$ cat config.mk
export PLATFORM = sky130hd
export DESIGN_NAME = alu_seq
export DESIGN_NICKNAME = d
export VERILOG_FILES = /design/src/rtl/alu_seq_pkg.sv /design/src/rtl/alu_shift_unit.sv /design/src/rtl/alu_seq.sv
export SDC_FILE = /design/constraint.sdc
export NUM_CORES = 1
export LEC_CHECK = 0
export BUFFER_PORTS_ARGS = -buffer_cell sky130_fd_sc_hd__buf_2
export CORE_ASPECT_RATIO = 1.4
export CORE_UTILIZATION = 59
export CTS_BUF_LIST = sky130_fd_sc_hd__clkbuf_2 sky130_fd_sc_hd__clkbuf_4 sky130_fd_sc_hd__clkbuf_8
export DETAILED_ROUTE_END_ITERATION = 6
export GPL_ROUTABILITY_DRIVEN = 0
export GPL_TIMING_DRIVEN = 0
export PLACE_DENSITY = 0.82
export REMOVE_ABC_BUFFERS = 1
export SLEW_MARGIN = 5
export SYNTH_ARGS = -nofsm -noshare
export SYNTH_HDL_FRONTEND = slang
export SYNTH_HIERARCHICAL = 1
export SYNTH_SLANG_ARGS = --single-unit
$ cat constraint.sdc
create_clock -name clk -period 2.48 [get_ports clk]
set_clock_uncertainty 0.05 [all_clocks]
set_input_delay 0.248 -clock clk [delete_from_list [all_inputs] [get_ports clk]]
set_output_delay 0.248 -clock clk [all_outputs]
set_load 0.01 [all_outputs]
$ cat src/rtl/alu_seq_pkg.sv
// Shared opcode encodings and controller state type for the sequential ALU.
package alu_seq_pkg;

  localparam logic [3:0] OP_ADD = 4'd0;
  localparam logic [3:0] OP_SUB = 4'd1;
  localparam logic [3:0] OP_AND = 4'd2;
  localparam logic [3:0] OP_OR  = 4'd3;
  localparam logic [3:0] OP_XOR = 4'd4;
  localparam logic [3:0] OP_INV = 4'd5;
  localparam logic [3:0] OP_CLR = 4'd6;
  localparam logic [3:0] OP_LSL = 4'd7;
  localparam logic [3:0] OP_LSR = 4'd8;
  localparam logic [3:0] OP_ASR = 4'd9;
  localparam logic [3:0] OP_ROL = 4'd10;
  localparam logic [3:0] OP_ROR = 4'd11;

  typedef enum logic {
    S_IDLE,
    S_SHIFT
  } state_e;

  function automatic logic is_shift_op(input logic [3:0] op);
    return (op >= OP_LSL) && (op <= OP_ROR);
  endfunction

endpackage

$ cat src/rtl/alu_shift_unit.sv
// Iterative shifter: loads on i_start, moves one bit per cycle, pulses o_done
// with the final value and last bit shifted out on the cycle of the last step.
module alu_shift_unit
  import alu_seq_pkg::*;
#(
  parameter int unsigned WIDTH   = 4,
  parameter int unsigned SHAMT_W = $clog2(WIDTH)
) (
  input  logic               clk,
  input  logic               reset,
  input  logic               i_start,
  input  logic [3:0]         i_op,
  input  logic [WIDTH-1:0]   i_data,
  input  logic [SHAMT_W-1:0] i_amt,
  output logic               o_done,
  output logic [WIDTH-1:0]   o_result,
  output logic               o_carry
);

  logic               r_active;
  logic [3:0]         r_op;
  logic [WIDTH-1:0]   r_data;
  logic [SHAMT_W-1:0] r_cnt;
  logic [WIDTH-1:0]   w_next;
  logic               w_out_bit;

  always_comb begin
    w_next    = {r_data[WIDTH-2:0], 1'b0};
    w_out_bit = r_data[WIDTH-1];
    case (r_op)
      OP_LSR: begin
        w_next    = {1'b0, r_data[WIDTH-1:1]};
        w_out_bit = r_data[0];
      end
      OP_ASR: begin
        w_next    = {r_data[WIDTH-1], r_data[WIDTH-1:1]};
        w_out_bit = r_data[0];
      end
      OP_ROL: begin
        w_next    = {r_data[WIDTH-2:0], r_data[WIDTH-1]};
        w_out_bit = r_data[WIDTH-1];
      end
      OP_ROR: begin
        w_next    = {r_data[0], r_data[WIDTH-1:1]};
        w_out_bit = r_data[0];
      end
      default: ;
    endcase
  end

  always_ff @(posedge clk) begin
    if (reset) begin
      r_active <= 1'b0;
      r_op     <= OP_LSL;
      r_data   <= '0;
      r_cnt    <= '0;
    end else if (i_start) begin
      r_active <= 1'b1;
      r_op     <= i_op;
      r_data   <= i_data;
      r_cnt    <= i_amt;
    end else if (r_active) begin
      r_data <= w_next;
      r_cnt  <= r_cnt - SHAMT_W'(1);
      if (r_cnt == SHAMT_W'(1)) r_active <= 1'b0;
    end
  end

  // The final step is handed out combinationally so the top registers it directly.
  assign o_done   = r_active && (r_cnt == SHAMT_W'(1));
  assign o_result = w_next;
  assign o_carry  = w_out_bit;

endmodule

$ cat src/rtl/alu_seq.sv
// Registered ALU with valid/ready on both sides; single-cycle arithmetic/logic
// ops and multi-cycle shifts/rotates through alu_shift_unit.
module alu_seq
  import alu_seq_pkg::*;
#(
  parameter int unsigned WIDTH   = 4,
  parameter int unsigned SHAMT_W = $clog2(WIDTH)
) (
  input  logic             clk,
  input  logic             reset,
  input  logic             in_valid,
  output logic             in_ready,
  input  logic [3:0]       op,
  input  logic [WIDTH-1:0] in1,
  input  logic [WIDTH-1:0] in2,
  output logic             out_valid,
  input  logic             out_ready,
  output logic [WIDTH-1:0] out,
  output logic             carry,
  output logic             overflow,
  output logic             zero,
  output logic             negative,
  output logic             illegal
);

  state_e             r_state, w_state_next;
  logic               r_out_valid, r_carry, r_ovf, r_zero, r_neg, r_ill;
  logic [WIDTH-1:0]   r_out;

  logic               w_accept, w_shift_start, w_shift_done, w_shift_carry;
  logic [SHAMT_W-1:0] w_amt;
  logic [WIDTH-1:0]   w_shift_res, w_res;
  logic [WIDTH:0]     w_sum, w_diff;
  logic               w_c, w_v, w_ill;

  assign in_ready      = (r_state == S_IDLE) && (!r_out_valid || out_ready);
  assign w_accept      = in_valid && in_ready;
  assign w_amt         = in2[SHAMT_W-1:0];
  assign w_shift_start = w_accept && is_shift_op(op) && (w_amt != '0);

  assign w_sum  = {1'b0, in1} + {1'b0, in2};
  assign w_diff = {1'b0, in1} - {1'b0, in2};

  always_comb begin
    w_res = '0;
    w_c   = 1'b0;
    w_v   = 1'b0;
    w_ill = 1'b0;
    case (op)
      OP_ADD: begin
        {w_c, w_res} = w_sum;
        w_v = (in1[WIDTH-1] == in2[WIDTH-1]) && (w_sum[WIDTH-1] != in1[WIDTH-1]);
      end
      OP_SUB: begin
        {w_c, w_res} = w_diff;
        w_v = (in1[WIDTH-1] != in2[WIDTH-1]) && (w_diff[WIDTH-1] != in1[WIDTH-1]);
      end
      OP_AND: w_res = in1 & in2;
      OP_OR:  w_res = in1 | in2;
      OP_XOR: w_res = in1 ^ in2;
      OP_INV: w_res = ~in1;
      OP_CLR: w_res = '0;
      // Zero-amount shifts complete here without entering the shift unit.
      OP_LSL, OP_LSR, OP_ASR, OP_ROL, OP_ROR: w_res = in1;
      default: w_ill = 1'b1;
    endcase
  end

  always_comb begin
    w_state_next = r_state;
    case (r_state)
      S_IDLE:  if (w_shift_start) w_state_next = S_SHIFT;
      S_SHIFT: if (w_shift_done) w_state_next = S_IDLE;
      default: w_state_next = S_IDLE;
    endcase
  end

  always_ff @(posedge clk) begin
    if (reset) r_state <= S_IDLE;
    else       r_state <= w_state_next;
  end

  always_ff @(posedge clk) begin
    if (reset) begin
      r_out_valid <= 1'b0;
      r_out       <= '0;
      r_carry     <= 1'b0;
      r_ovf       <= 1'b0;
      r_zero      <= 1'b0;
      r_neg       <= 1'b0;
      r_ill       <= 1'b0;
    end else begin
      if (r_out_valid && out_ready) r_out_valid <= 1'b0;
      if (w_accept && !w_shift_start) begin
        r_out_valid <= 1'b1;
        r_out       <= w_res;
        r_carry     <= w_c;
        r_ovf       <= w_v;
        r_zero      <= (w_res == '0);
        r_neg       <= w_res[WIDTH-1];
        r_ill       <= w_ill;
      end else if (w_shift_done) begin
        r_out_valid <= 1'b1;
        r_out       <= w_shift_res;
        r_carry     <= w_shift_carry;
        r_ovf       <= 1'b0;
        r_zero      <= (w_shift_res == '0);
        r_neg       <= w_shift_res[WIDTH-1];
        r_ill       <= 1'b0;
      end
    end
  end

  alu_shift_unit #(
    .WIDTH  (WIDTH),
    .SHAMT_W(SHAMT_W)
  ) u_shift (
    .clk     (clk),
    .reset   (reset),
    .i_start (w_shift_start),
    .i_op    (op),
    .i_data  (in1),
    .i_amt   (w_amt),
    .o_done  (w_shift_done),
    .o_result(w_shift_res),
    .o_carry (w_shift_carry)
  );

  assign out_valid = r_out_valid;
  assign out       = r_out;
  assign carry     = r_carry;
  assign overflow  = r_ovf;
  assign zero      = r_zero;
  assign negative  = r_neg;
  assign illegal   = r_ill;

endmodule

==> results of run 1 <==
==> placed cells by master, fill, tap and decap left out, types with 3 or more instances in the layout <==
master,n
nand2b_1,5
nor2b_1,11
nor3_1,5
a31oi_1,4
a21oi_1,12
nor2_1,17
o21ai_0,8
nand2_1,11
inv_1,17
xnor2_1,6
buf_2,26
nand3_1,5
ha_1,13
o21a_1,3
dfxtp_1,21
a211oi_1,8
mux2i_1,12
clkbuf_8,3
==> state kept, by name (all words and copies together) (netlist names) <==
register,count
zero,1
overflow,1
out_valid,1
out,3
u_shift/r_data,4
illegal,1
u_shift/r_active,1
u_shift/r_op,4
u_shift/r_cnt,2
r_state,1
negative,1
carry,1
==> layout make-up <==
class                           instances  area, µm²
Inverter                               18       67.6
Multi-Input combinational cell        163       1230
Tap cell                               37       46.3
Fill cell                             253        918
Timing Repair Buffer                   27        141
Sequential cell                        21        420
Clock buffer                            4       48.8
==> power breakdown <==
| group | switching, W | internal, W |
|---|---|---|
| sequential | 0.0000139 | 0.000357 |
| combinational | 0.000142 | 0.000107 |
| clock | 0.000112 | 0.000125 |
| total | 0.000268 | 0.000589 |
==> per-stage QoR <==
stage,instances,utilization [%],setup slack [ps],cell area [µm²],power [W]
finish,270,68.1,318,1960,0.000858
global route,270,68.1,152,1960,0.000898
CTS,270,68.1,297,1960,0.000857
detailed placement,266,66.4,28.9,1910,0.000627
global placement,265,65.8,-832,1890,0.000620
floorplan,202,-,-122,1720,0.000542
==> metal layers <==
| metal | GRT usage [%] | share of wire [%] | wire [µm] |
|---|---|---|---|
| met1 | 26.2 | 43 | 1600 |
| met2 | 46.0 | 52 | 1920 |
| met3 | 0.901 | 3.3 | 123 |
| met4 | 10.3 | 1.6 | 60 |
| met5 | 0 | 0 | 0 |
==> kinds of logic after synthesis <==
logic type / Yosys count / synth area share, %
simple gates: 71 / 23.1
flops: 21 / 23.3
mux: 15 / 8.54
buf+inv: 31 / 8.40
compound gates: 56 / 22.4
fa+ha+maj: 15 / 11.3
xor+xnor: 6 / 2.92
==> tightest hold or removal path: stages <==
cell,delay [ps]
buf_2,120
a21oi_1,70
nor2_1,70
==> path summary, 6_finish.rpt <==
kind         startpoint          endpoint  slack [ps]  cells past startpoint
max              in1[0]              zero         320                     11
min              in2[0]  u_shift/r_cnt[0]         230                      3
max reg2reg   out_valid   u_shift/r_op[0]         440                      6
min reg2reg    overflow          overflow         420                      2
==> results.md, run 1 <==
- Most common cell in the synthesized netlist: dfxtp_1
- Global-route wire length before repair: 6.02 mm
- Die Footprint: 3280 µm²
- Number of global-route vias before repair: 1385
- Total number of nets in the final design: 265
- Final global-route overflow total: 0
- Setup Buffers After CTS: 0
- Number of DRC violations after detailed-routing iteration 0: 51
- Global router's overall resource usage: 23.4%
- Fin. Hold Viols: 0
- Count of synthesis-stage warnings from yosys: 6
- CTS clock-pin slew for the worst setup and hold paths: around 80 ps
- Cells along the critical path: buf_2 > inv_1 > ha_1 > inv_1 > fa_1 > and3b_1 > o31ai_1 > a21oi_1 > a311oi_2 > nand3_1 > o21ai_2
- Worst supply voltage drop on vdd: 0.249 mV
- Number of diodes: 0
- Detailed placement HPWL: 2.82 mm
- Total clock sinks: 21
- Layout cells sized above 1: 20.6%
- Data arrival, critical path: ~2300 ps
- Netlist cell types: 54
- Final period util: between 80% and 90%
- TritonCTS clock tree: built
- CP Buf/Inv Count: 3
- Max Slew Vio Count: 0
- Detailed-route vias per instance: 5.73
- Worst Tran Pin Value: 608 ps
- Type of the worst setup path: in -> reg
- Ranking of synthesized cells by area: dfxtp_1 23%, ha_1 9.0%, mux2i_1 6.7%
- Portion of the post-synthesis area used by sequential elements: around a quarter
- Setup-failing EPs final: 0
- Syn_area_per_cell: 8.38 µm²
- Routed WL: 3.71 mm
- Crit path largest cell delay: 400 ps
- Area of the placeable core: 2880 µm²
- Worst min path class: in -> reg
- Power per unit of standard cell area: 438 nW/µm²
- 1st-pass router iterations: 5
- Top cells by count, synth: 21 x dfxtp_1, 17 x inv_1, 17 x nor2_1
- Lkg Pwr: 0.865 nW
- Top-level I/O count: 27
- Count of nets left with antenna violations after detail routing: 0
- Total of cells resized after clock tree synthesis: 0
- Outcome: complete, no violations
- Maximum fanout encountered on the critical timing path: 5
- Final total negative setup slack: 0 ps
- Relative slew slack: 59.3%
- Share of Yosys cell area claimed by the top area cell type: 23.3%
- Kind of end point of the critical path: register
- Number of standard cells after synthesis: 215
- Vert. Die Dim: 67.4 µm
- Unrepaired setup endpoints after global routing: false
- Remaining DRCs: 0
- Synth Register Bits: 21
- Kind of cell with the highest combined delay on the critical path: compound AO/OA/AOI/OAI gates
- CTS buffer count: 3
- Clock tree buffer depth: 2
- Worst hold margin: 234 ps
- Top cell type by total area after synthesis: dfxtp_1
- Antenna violations before repair: 0
- Final critical delay including setup and external delays: 2160 ps
- Data required, critical path: 2630 ps
- Via count: ~1500
- Area growth from synthesis to layout: 8.75%
- Maximum achievable frequency: ~460 MHz
- Row Count: 23
- Largest net degree at the start of global routing: 21
- Flip-flop cell with the highest count after synthesis: dfxtp_1
- Clock root buffer master: clkbuf_8
- Initial Util: approximately 63%
- Count of maximum capacitance violations: 0
- Port Buffers: 26
- Insertion delay of the later-clocked pin in the worst-skew pair: 260 ps
- Critical Path Start Type: input pin
- Most prevalent standard cell on the critical path: inv_1
- Routed wire per std cell: 13.7 µm
- Asr flop ratio synth: 0%
- Slowest cell on the critical path: fa_1
- Post-synth EDFFs: 0
- # hold bufs at CTS: 0
- Number of levels in the clock H-tree: 1
- Cell area after synthesis: 1800 µm²
- Die width: between 40 and 50 µm
No activity file was read; power rests on OpenSTA's default activity.
==> inputs of run 2 (changes only) <==
- SLEW_MARGIN: 5 -> 30
- clock period: 2.48 -> 2.3 ns (I/O delays scaled with it)
==> run 2 against run 1 <==
Sequential cell count is the same; worst hold slack worse by 18 ps; wire length up 4.4%; first-iteration DRC count up 24%; highest routed layer unchanged.
==> results.md, run 2 (same netlist as run 1, synthesis figures left out) <==
- Vert. Die Dim: 67.4 µm
- Crit Reg-Reg Endpoint: u_shift/r_op[2]
- Critical Path Start Type: input pin
- Setup-failing EPs final: 0
- Area growth from synthesis to layout: 8.89%
- Insertion delay of the later-clocked pin in the worst-skew pair: 260 ps
- Remaining DRCs: 0
- Power per unit of standard cell area: 472 nW/µm²
- Most frequent cells in the layout: 26 x buf_2, 21 x dfxtp_1, 17 x inv_1, 17 x nor2_1, 13 x ha_1
- TritonCTS clock tree: built
- Clock root buffer master: clkbuf_8
- Worst min path class: in -> reg
- Relative slew slack: 59.7%
- Detailed placement HPWL: 2.84 mm
- Capture endpoint of the worst hold path: u_shift/r_cnt[0]
- Count of maximum capacitance violations: 0
- Combined flip-flop and latch cell area: between 400 and 500 µm²
- Worst Tran Pin Value: 605 ps
- Port Buffers: 26
- Detailed-route vias per instance: between 5 and 6
- Worst hold path depth: 3
- Setup Buffers After CTS: 0
- Final global-route overflow total: 0
- Count of fill cells added during filler insertion: 252
- Number of global-route vias before repair: between 1000 and 1500
- Max Slew Vio Count: 0
- Final Non-Filler Cells: 270
- Maximum fanout encountered on the critical timing path: 5
- Worst supply voltage drop on vdd: 0.308 mV
- Number of diodes: 0
- Initial Util: 62.6%
- Maximum achievable frequency: 463 MHz
- Total clock sinks: 21
- RR Startpoint: out_valid
- 1st-pass router iterations: 4
- Routed WL: 3.87 mm
- Global router's overall resource usage: 24.2%
- Lkg Pwr: 0.867 nW
- Final total negative setup slack: 0 ps
- Via count: 1570
- Fin. Hold Viols: 0
- Row Count: 23
- Die Footprint: 3280 µm²
- Count of nets left with antenna violations after detail routing: 0
- Data required, critical path: about 2500 ps
- Final core utilization: 68.2%
- Number of levels in the clock H-tree: 1
- Leading cell type in the layout, fill and taps excluded: buf_2
- CTS clock-pin slew for the worst setup and hold paths: 80 ps
- Final period util: between 90% and 100%
- Number of DRC violations after detailed-routing iteration 0: 63
- Kind of end point of the critical path: register
- Largest net degree at the start of global routing: 21
- Final critical delay including setup and external delays: 2160 ps
- Global-route wire length before repair: 6.18 mm
- Area of the placeable core: 2880 µm²
- Outcome: complete, no violations
- Total number of nets in the final design: 265
- Worst reg2reg setup slack: 260 ps
- Cell count of the worst reg-to-reg path: 6
- Die width: 48.7 µm
- Antenna violations before repair: 0
- Data arrival, critical path: 2310 ps
- Inst Count DP: 266
- Routed wire per std cell: 14.3 µm
- Power after layout: 0.000927 W
- Type of the worst setup path: in -> reg
- Layout cells sized above 1: 20.6%
- Top-level I/O count: 27
- Launch point of the worst hold path: in2[0]
- CTS buffer count: 3
- Unrepaired setup endpoints after global routing: false
- Clock tree buffer depth: 2
- Footprint of the multi-input gates: 1240 µm²
## run 2: cell count changes in the layout (fill, tap and decap cells not counted)
cell | previous run | this run
buf_4 | 0 | 1
buf_6 | 1 | 0
nor3b_2 | 2 | 1
nor3b_4 | 0 | 1
## run 2: per-stage QoR
stage / setup WS, ps / hold slack, ps / instance area, µm²
2_1_floorplan: -302 / 249 / 1720
3_3_place_gp: -994 / 392 / 1890
3_5_place_dp: -129 / 404 / 1910
4_1_cts: 93.6 / 215 / 1960
5_1_grt: 4.07 / 258 / 1960
6_report: 141 / 217 / 1960
## run 2: worst max-delay path by stage
| stage | endpoint | cells past startpoint | start |
|---|---|---|---|
| global placement | u_shift/r_data[1] | 7 | op[0] |
| finish | zero | 11 | in1[0] |
| detailed placement | zero | 11 | in1[0] |
| global route | zero | 11 | in1[0] |
| CTS | u_shift/r_op[2] | 6 | out_valid |
| floorplan | u_shift/r_data[1] | 6 | out_valid |
## run 2: routing by layer
layer	vias to the layer above	GRT usage [%]	wire (µm)
li1	792	-	-
met1	738	27.4	1690
met2	38	47.9	2050
met3	2	0.676	95
met4	0	8.82	31
met5	-	0	0
## run 2: final cells by class
type / instances / share of cell area (%)
clock buffer: 4 / 2.49
inverter: 18 / 3.44
multi-input combinational: 163 / 63.3
sequential: 21 / 21.4
tap: 37 / 2.36
timing repair buffer: 27 / 7.02
## run 2: critical path, stage by stage
cell      delay, ps
buf_2           130
inv_1            70
ha_1            230
inv_1            70
fa_1            400
and3b_1         190
o31ai_1         240
a21oi_1         120
a311oi_2        330
nand3_1         160
o21ai_2         140
## run 2: report_power, final
part / internal [W] / total (W) / switching, W
combinational: 0.000116 / 0.000272 / 0.000156
clock: 0.000135 / 0.000255 / 0.000119
sequential: 0.000385 / 0.000400 / 0.0000155
## run 2: repair_timing
| action | CTS | global route |
|---|---|---|
| endpoints found under the hold margin | 0 | 0 |
| setup endpoints to repair | 0 | 5 |
| hold buffers | 0 | 0 |
| gates resized for setup | 0 | 1 |
==> inputs of run 3 (changes only) <==
- CORE_UTILIZATION: 59 -> 57
- CTS_BUF_LIST: sky130_fd_sc_hd__clkbuf_2 sky130_fd_sc_hd__clkbuf_4 sky130_fd_sc_hd__clkbuf_8 -> not set
- PLACE_DENSITY: 0.82 -> 0.8
- SYNTH_HIERARCHICAL: 1 -> not set
==> run 3 against run 2 <==
Clock-buffer cell count unchanged; final cell count is 2.2% higher; sequential share of layout area is 1.0 points higher; design area down 4.5%; clock power is 4% lower; synthesized cell count rose by 2.8%; maximum frequency is 6.9% higher; critical endpoint unchanged; largest cell class unchanged.
==> results.md, run 3 <==
- CTS clock-pin slew for the worst setup and hold paths: approximately 70 ps
- Largest net degree at the start of global routing: 24
- Multiplexer fraction of the synthesized cell area: ~6%
- Worst supply voltage drop on vdd: 0.289 mV
- Setup Buffers After CTS: 0
- Top-level I/O count: 27
- Maximum achievable frequency: 495 MHz
- Final Non-Filler Cells: 276
- Routed wire per std cell: approximately 14 µm
- Maximum fanout encountered on the critical timing path: 7
- Die width: 48.4 µm
- Kind of cell with the highest combined delay on the critical path: compound AO/OA/AOI/OAI gates
- Combined flip-flop and latch cell area: 420 µm²
- Power per unit of standard cell area: roughly 500 nW/µm²
- Via count: 1601
- # hold bufs at CTS: 0
- Type of the worst setup path: in -> reg
- Portion of the post-synthesis area used by sequential elements: about 24%
- Total clock sinks: 21
- Remaining DRCs: 0
- Area of the placeable core: 2880 µm²
- Asr flop ratio synth: 0%
- Syn_area_per_cell: 7.77 µm²
- Vert. Die Dim: ~67 µm
- Outcome: complete, no violations
- Relative slew slack: 68.0%
- Main combinational cell family by area after synthesis: simple AND/OR/NAND/NOR gates
- Detailed placement HPWL: 3.00 mm
- Worst reg2reg setup slack: ~360 ps
- Cells along the critical path: buf_2 > inv_1 > ha_1 > a21o_1 > nor3b_1 > o31a_1 > o31ai_1 > nor3_1 > a22o_1
- Top cell type by total area after synthesis: dfxtp_1
- Row Count: 23
- Count of nets left with antenna violations after detail routing: 0
- CP Buf/Inv Count: 2
- Synthesized-area fraction occupied by xor and xnor cells: 2.04%
- Inst Count DP: ~270
- Slowest cell on the critical path: o31ai_1
- Number of standard cells after synthesis: 221
- Top cells by count, synth: 22 x nand2_1, 21 x a21oi_1, 21 x dfxtp_1, 21 x nor2_1, 15 x inv_1
- Detailed-route vias per instance: 5.80
- Global-route wire length before repair: 6.69 mm
- Ranking of synthesized cells by area: dfxtp_1 24%, ha_1 9.5%, a21oi_1 6.1%
- Insertion delay of the later-clocked pin in the worst-skew pair: ~260 ps
- Setup-failing EPs final: 0
- Flip-flop cell with the highest count after synthesis: dfxtp_1
- Share of Yosys cell area claimed by the top area cell type: 24.5%
- Number of diodes: 0
- Power after layout: 0.000932 W
- Total number of nets in the final design: ~270
- Final global-route overflow total: 0
- CTS buffer count: 3
- Crit path largest cell delay: 390 ps
- Critical Path Start Type: input pin
- Kind of end point of the critical path: register
- Number of DRC violations after detailed-routing iteration 0: 41
- Count of fill cells added during filler insertion: 292
- Worst hold margin: 214 ps
- Data arrival, critical path: 2120 ps
- Synth Register Bits: 21
- Post-synth EDFFs: 0
- Initial Util: 59.7%
- Simple-gate share of the synthesized area: 25.4%
- Global router's overall resource usage: 26.4%
- Unrepaired setup endpoints after global routing: false
- Final critical delay including setup and external delays: 2020 ps
- Footprint of the multi-input gates: 1170 µm²
- Synthesized-area fraction occupied by ao, oa, aoi and oai cells: 22.9%
- Lkg Pwr: around 0.8 nW
- Worst Tran Pin Value: 479 ps
- Final total negative setup slack: 0 ps
- Number of levels in the clock H-tree: 1
- Most frequent cells in the layout: 26 x buf_2, 22 x nand2_1, 21 x nor2_1, 21 x a21oi_1, 21 x dfxtp_1
- Most common cell in the synthesized netlist: nand2_1
- Leading cell type in the layout, fill and taps excluded: buf_2
- Fin. Hold Viols: 0
- Clock tree buffer depth: 2
- Port Buffers: 26
- Count of maximum capacitance violations: 0
- Final period util: between 80% and 90%
- Antenna violations before repair: 0
- Arithmetic-cell share of the synthesized area counting full adders, half adders and majority gates: 11.8%
- Netlist cell types: 50
- Area growth from synthesis to layout: 9.03%
- 1st-pass router iterations: 7
- Routed WL: 3.85 mm
- Total of cells resized after clock tree synthesis: 0
- Cell area after synthesis: ~1700 µm²
- Final core utilization: 65.1%
- Count of synthesis-stage warnings from yosys: 0
- TritonCTS clock tree: built
- Max Slew Vio Count: 0
- Clock root buffer master: clkbuf_8
- Data required, critical path: 2400 ps
- Worst min path class: in -> reg
- Number of global-route vias before repair: 1524
- Layout cells sized above 1: 15.5%
- Die Footprint: 3240 µm²
==> run 3: worst register-to-register path, stage by stage, from the launching register on <==
cell,delay (ps)
dfxtp_1,310
nor2b_4,130
nor3b_4,280
a21bo_1,400
a211o_1,330
nor4_2,230
a22o_1,160
==> run 3: path summary, 6_finish.rpt <==
kind	cells past startpoint	end	from
max reg2reg	6	zero	out_valid
min	3	u_shift.r_cnt[1]	in2[1]
min reg2reg	2	illegal	illegal
max	9	zero	in1[1]
==> run 3: per-stage QoR <==
step | setup slack [ps] | cell area, µm²
after floorplan | 476 | 1650
after global placement | 63.1 | 1830
after detailed placement | 69.2 | 1830
after CTS | 341 | 1870
after global routing | 124 | 1870
final | 280 | 1870
==> run 3: cell families after synthesis <==
group | after synthesis
flip-flops | 21
adder cells (fa/ha/maj) | 15
AO/OA/AOI/OAI | 60
multiplexers | 10
XOR/XNOR | 4
buffers and inverters | 28
AND/OR/NAND/NOR | 83
==> run 3: cell type report <==
type	count	area share (%)
repair buffers	26	6.95
inverters	16	3.21
flip-flops and latches	21	22.4
multi-input cells	172	62.5
well taps	37	2.47
clock buffers	4	2.40
==> run 3: report_power, final <==
part           internal, W  total [W]  leakage [nW]  switching (W)
sequential        0.000389   0.000409         0.172      0.0000201
clock             0.000123   0.000246        0.0228       0.000122
combinational     0.000116   0.000278         0.605       0.000161
==> run 3: metal layers <==
metal  wire, µm  share of wire [%]  vias to the layer above  track usage, %
met1       1670                 43                      740            28.8
met3         91                2.4                       12            3.20
met4         97                2.5                        0            11.8
li1           -                  -                      814               -
met2       2000                 52                       35            50.9
met5          0                  0                        -               0
